File: src/rtl/sipo_deser.sv
// sipo_deser: serial-in / parallel-out deserializer.
// Collects N words of WIDTH bits into one frame. The frame is presented on
// dout through a one-entry output buffer with a valid/ready handshake. A frame
// that completes while the buffer is still held is dropped, and the sticky ovf
// flag records the loss.
module sipo_deser #(
  parameter int N     = 4,
  parameter int WIDTH = 1
) (
  input  logic                 clk,
  input  logic                 rstn,
  input  logic                 clr,
  input  logic                 en,
  input  logic [WIDTH-1:0]     si,
  output logic [N*WIDTH-1:0]   dout,
  output logic                 dvalid,
  input  logic                 dready,
  output logic                 ovf
);

  localparam int FW = N * WIDTH;
  localparam int CW = (N > 2) ? $clog2(N) : 1;

  // A frame needs at least two words. Below that, the shift path degenerates.
  if (N < 2) begin : g_bad_n
    $error("sipo_deser: N must be at least 2");
  end

  logic [FW-1:0] sh_q,     sh_d;
  logic [CW-1:0] cnt_q,    cnt_d;
  logic [FW-1:0] dout_q,   dout_d;
  logic          dvalid_q, dvalid_d;
  logic          ovf_q,    ovf_d;

  logic          last_word;
  logic          complete;
  logic          handshake;
  logic [FW-1:0] frame;

  // Decode the events for this cycle: word acceptance, frame completion, and consumer take.
  always_comb begin
    last_word = (cnt_q == CW'(N - 1));
    complete  = en && last_word;
    handshake = dvalid_q && dready;
    // New words enter at the top, so the first word of a frame ends up in the LSBs.
    frame     = {si, sh_q[FW-1:WIDTH]};
  end

  // Next-state logic for the shifter, word counter, output buffer and overflow flag.
  always_comb begin
    // NOTE: every variable gets its hold value first, so no path can leave one
    // unassigned and infer a latch.
    sh_d     = sh_q;
    cnt_d    = cnt_q;
    dout_d   = dout_q;
    dvalid_d = dvalid_q;
    ovf_d    = ovf_q;

    if (clr) begin
      // Flush the partial frame, the buffered frame and the flag. dout keeps its last value.
      sh_d     = '0;
      cnt_d    = '0;
      dvalid_d = 1'b0;
      ovf_d    = 1'b0;
    end else begin
      if (handshake) begin
        dvalid_d = 1'b0;
      end
      if (en) begin
        sh_d  = frame;
        cnt_d = last_word ? '0 : cnt_q + CW'(1);
        if (complete) begin
          if (!dvalid_q || dready) begin
            // The buffer is free, or it drains on this same edge, so the new frame takes the slot.
            dout_d   = frame;
            dvalid_d = 1'b1;
          end else begin
            // The buffer is still held, so the new frame is lost.
            ovf_d = 1'b1;
          end
        end
      end
    end
  end

  // State registers with asynchronous active-low reset.
  always_ff @(posedge clk or negedge rstn) begin
    // NOTE: sequential state uses non-blocking assignments. Every register then
    // samples its pre-edge inputs, whatever order the blocks are evaluated in.
    if (!rstn) begin
      sh_q     <= '0;
      cnt_q    <= '0;
      dout_q   <= '0;
      dvalid_q <= 1'b0;
      ovf_q    <= 1'b0;
    end else begin
      sh_q     <= sh_d;
      cnt_q    <= cnt_d;
      dout_q   <= dout_d;
      dvalid_q <= dvalid_d;
      ovf_q    <= ovf_d;
    end
  end

  assign dout   = dout_q;
  assign dvalid = dvalid_q;
  assign ovf    = ovf_q;

endmodule
File: config.mk
export PLATFORM = sky130hd
export DESIGN_NAME = sipo_deser
export DESIGN_NICKNAME = d
export VERILOG_FILES = /design/src/rtl/sipo_deser.sv
export SDC_FILE = /design/constraint.sdc
export NUM_CORES = 1
export LEC_CHECK = 0
export CAP_MARGIN = 10
export CORE_MARGIN = 2
export CORE_UTILIZATION = 35
export CTS_CLUSTER_SIZE = 30
export DETAILED_ROUTE_END_ITERATION = 16
export HOLD_SLACK_MARGIN = 0.1
export PLACE_DENSITY = 0.63
export SLEW_MARGIN = 0
export SYNTH_ARGS = -nofsm -noshare
export SYNTH_HDL_FRONTEND = slang
export SYNTH_SLANG_ARGS = --single-unit
File: constraint.sdc
create_clock -name clk -period 3.5 [get_ports clk]
set_clock_uncertainty 0.1 [all_clocks]
set_input_delay 0.525 -clock clk [delete_from_list [all_inputs] [get_ports clk]]
set_output_delay 0.525 -clock clk [all_outputs]
set_load 0.02 [all_outputs]
## Yosys cells after proc, flatten, opt, wreduce, memory -nomap -nowiden

Index checks and enable logic that the tools add are counted.

- $add $sub $neg: 1
- Eq/ne operators: 2
- Mux-type cells: 14
- Bitwise operators: 1
- Reductions and logical operators: 8

Operators with widths:

| cell | count |
|---|---|
| $mux 1 | 9 |
| $mux 4 | 2 |
| $mux 2 | 3 |
| $reduce_and 4->1 | 1 |
| $reduce_bool 2->1 | 2 |
| $reduce_and 3->1 | 1 |
| $add 2x1->2 const B | 1 |
| $eq 2x2->1 const B | 1 |
| $logic_and 1x1->1 | 2 |
| $ne 2x2->1 const B | 1 |
| $logic_not 1->1 | 1 |
| $logic_or 1x1->1 | 1 |
| $not 1->1 | 1 |

- Bits in registers: 12
- Input port bits: 6
- Output and inout port bits: 6
- Logic and storage cells: 31

## Logic depth before layout (Yosys ltp)

- Depth in word-level cells: 6
- Mapped depth: 4
- Depth with buffers taken out: 4

## Worst setup path after synthesis

OpenSTA, ideal clock, no wires.

- Path kind: input port to flip-flop
- Start point: input port clr
- End point: register dout_q[3] (netlist: dout[3])
- Setup time: 125 ps
- Arrival: 1,259 ps
- Data required time: 3,275 ps
- Path slack: 2,016 ps
- Stages: 3
- Buffers on the path: 1
- Cells stage by stage: buf_2 > nor3_4 > mux2_2

- Longest elaborated chain between the ends: 2

Ends and longest elaborated chain:

| item | line | RTL |
|---|---|---|
| start: declaration | 12 | `input logic clr,` |
| $not 1->1 (no line) | - |  |
| $reduce_and 4->1 (no line) | - |  |
| end signal: assignment | 99 | `dout_q <= dout_d;` |
| end: declaration | 31 | `logic [FW-1:0] dout_q, dout_d;` |

No other way between the ends.
A chain may end at the register's enable or synchronous reset.

## Worst setup path in the final report

- Start point: input port en
- End point: register dout_q[0] (netlist: dout[0])

- Longest elaborated chain between the ends: 2

Ends and longest elaborated chain:

| item | line | RTL |
|---|---|---|
| start: declaration | 13 | `input logic en,` |
| $logic_and 1x1->1 | 43 | `complete = en && last_word;` |
| $reduce_and 4->1 (no line) (*) | - |  |

Every way passes the cells marked *; elsewhere a longest branch is shown, timed or not.

==> results.py <==
metrics = {
    "synthesis": {
        "yosysWarnings": 0,
        "syn_avg_cell_area_um2": 13.3,
        "ys_types": 13,
        "synthTopCellsByArea": "dfrtp_1 59%, mux2_2 9.7%, mux2i_1 8.6%, nor2_1 5.6%, nor3_4 3.5%",
        "synthCells": 35,
        "synth_top_area_share_pct": 59.0,
        "ys_ff_latch": 11,
        "synth_nets": 42,
        "synth_top_cell_by_area": "dfrtp_1",
        "yosysSeqAreaShare_pct": 59.0,
        "synthesis.area_um2": 467,
    },
    "grt": {
        "first_global_vias": 332,
        "grt_max_degree": 12,
        "antenna_found_initial": 0,
        "grt_pass1_wl_mm": 1.34,
        "grt.total_usage_pct": 13.7,
        "grt-ovfl-total": 0,
    },
    "critical_path": {
        "cpMaxStageDelayCell": "clkdlybuf4s50_1",
        "crit_chain": "clkdlybuf4s50_1, nand2_2, nor3_4, mux2_2",
        "reg2reg_to": "dout[0]",
        "cp_data_required_time_ns": 3.55,
        "startpoint": "en",
        "worstPathArrival_ns": 1.92,
        "endpoint_kind": "register",
        "setup.worst_path.start_class": "input port",
        "path_max_fanout": 8,
        "crit_type": "input port to register",
        "cpPeakStageDelay_ns": 0.71,
        "reg2reg_slack_ns": 2.04,
        "rr_worst_depth": 4,
        "r2r_start": "cnt_q[0]",
    },
    "cts": {
        "postCtsSetupBuffers": 0,
        "cts_buffer_depth": 2,
        "cts_tree": "done",
        "clock-root-buffer": "clkbuf_4",
        "cts.repair.resized": 0,
        "clk_pin_slew_ns": 0.07,
        "h-tree-depth": 1,
        "cts_buffers": 3,
        "clk_latency_ns": 0.26,
        "ctsHoldBuffers": 0,
        "cts.sinks": 11,
    },
    "cells_and_area": {
        "final_nets": 56,
        "antenna_cells": 0,
        "stdcell_area_um2": 606,
        "area.growth.synth_to_final_pct": 29.8,
        "drive_gt1_share_pct": 20.8,
    },
    "pwr": {
        "switching_power_mw": 0.0613,
        "finalPower_mw": 0.259,
        "peakVddDrop_uv": 251,
        "power_density_nw_per_um2": 428,
        "combinationalPowerShare_pct": 14.2,
        "p_int_mw": 0.198,
        "clock_power_share_pct": 32.3,
        "p_seq_share_pct": 53.6,
        "leakage_nw": 0.279,
        "p_sw_share_pct": 23.7,
    },
    "place": {
        "placed_cell_area_um2": 579,
        "hpwlAfterDp_um": 605,
        "numPortBuffers": 11,
        "gp_congestion": 0.775,
    },
    "timing": {
        "hold_viol_final": 0,
        "finalSetupViolCount": 0,
        "rsz0062_at_grt": "no",
        "worst_pin_slew_ns": 0.478,
        "slew_viol_final": 0,
        "period_minus_slack_ns": 1.88,
        "tns_ns": 0,
        "fmax_mhz": 532,
        "slew_headroom_pct": 68.1,
        "fin_crit_sh_pct": 53.7,
        "holdWs_ns": 0.417,
    },
    "worst_hold_path": {
        "min_to": "dout[1]",
        "hp-start": "dout[1]",
        "worst_hold_path_type": "register to register",
        "holdPathStages": 1,
    },
    "floorplan": {
        "die_y_um": 40.5,
        "die_w_um": 40.5,
        "ios": 12,
        "dieArea_um2": 1640,
        "num_rows": 13,
        "floorplan.initialDensity_pct": 36.8,
        "core_um2": 1270,
    },
    "drt": {
        "vias_per_cell": 4.71,
        "wirelength_um": 828,
        "firstDrtPassIters": 2,
        "ant_nets": 0,
        "drc_errors": 0,
        "vias": 297,
        "wl_per_cell_um": 13.1,
        "drt_iter0_markers": 5,
    },
    "job": {
        "drv_cap": 0,
    },
    "run_status": {
        "status": "complete, no violations",
    },
}
synth_stat cells (all sizes together):
| master | instances |
|---|---|
| ha | 1 |
| xnor2 | 1 |
| dfrtp | 11 |
| a21oi | 1 |
| nand2 | 1 |
| nor2b | 1 |
| nor2 | 7 |
| mux2i | 4 |
| buf | 2 |
| a31oi | 1 |
| nor3 | 1 |
| mux2 | 4 |
stage by stage:
step	util [%]	setup WS [ns]	std cells
2_1_floorplan	-	2.02	35
3_3_place_gp	45.7	1.36	59
3_5_place_dp	45.7	1.34	59
4_1_cts	47.7	1.61	63
5_1_grt	47.7	1.56	63
6_report	47.7	1.62	63
layout make-up:
class / instances / area [um^2]
fillers: 117 / 663
flip-flops and latches: 11 / 275
multi-input cells: 22 / 175
well taps: 15 / 18.8
repair buffers: 11 / 110
clock buffers: 4 / 26.3
critical path: cells and delay by family:
family / cells / cell delay [ns]
AND/OR/NAND/NOR: 2 / 0.32
multiplexers: 1 / 0.37
buffers and inverters: 1 / 0.71
logic make-up after synthesis:
kind of cell	Yosys count	synth area share (%)
muxes	8	18.2
buffers and inverters	2	3.48
xor gates and xnor gates	1	1.88
AOI/OAI and AO/OA	2	2.41
adders and majority gates	1	2.68
DFF	11	59.0
and+or+nand+nor	10	12.3
power groups by stage:
| stage | clock network (mW) | registers (mW) | logic, mW |
|---|---|---|---|
| 6_report | 0.0835 | 0.139 | 0.0367 |
| 5_1_grt | 0.0936 | 0.139 | 0.0405 |
| 2_1_floorplan | 0 | 0.145 | 0.0153 |
| 3_3_place_gp | 0 | 0.141 | 0.0363 |
| 3_5_place_dp | 0 | 0.141 | 0.0372 |
| 4_1_cts | 0.0885 | 0.139 | 0.0374 |
per-layer routing:
metal | share of wire (%) | GRT usage (%) | up-vias
met2 | 52 | 22.2 | 6
met5 | 0 | 0 | -
met3 | 4.7 | 5.00 | 0
li1 | - | - | 143
met1 | 43 | 14.2 | 148
met4 | 0 | 10.0 | 0
state kept, by name (all words and copies together), names as in the netlist:
| register | cells |
|---|---|
| dout | 4 |
| sh_q | 3 |
| ovf | 1 |
| dvalid | 1 |
| cnt_q | 2 |
layout by cell type (no fill, tap or decap), types with 3 or more instances in the layout:
master,netlist,final
clkdlybuf4s50_1,0,11
nor2_1,7,7
clkbuf_4,0,3
mux2i_1,4,4
mux2_2,4,4
dfrtp_1,11,11
worst max-delay path by stage:
stage	slack, ns	to	depth (start not counted)
4_1_cts	1.61	dout[0]	4
3_3_place_gp	1.36	dout[1]	4
2_1_floorplan	2.02	dout[3]	3
3_5_place_dp	1.34	dout[2]	4
6_report	1.62	dout[0]	4
5_1_grt	1.56	dout[0]	4
(Power assumes the default switching activity.)
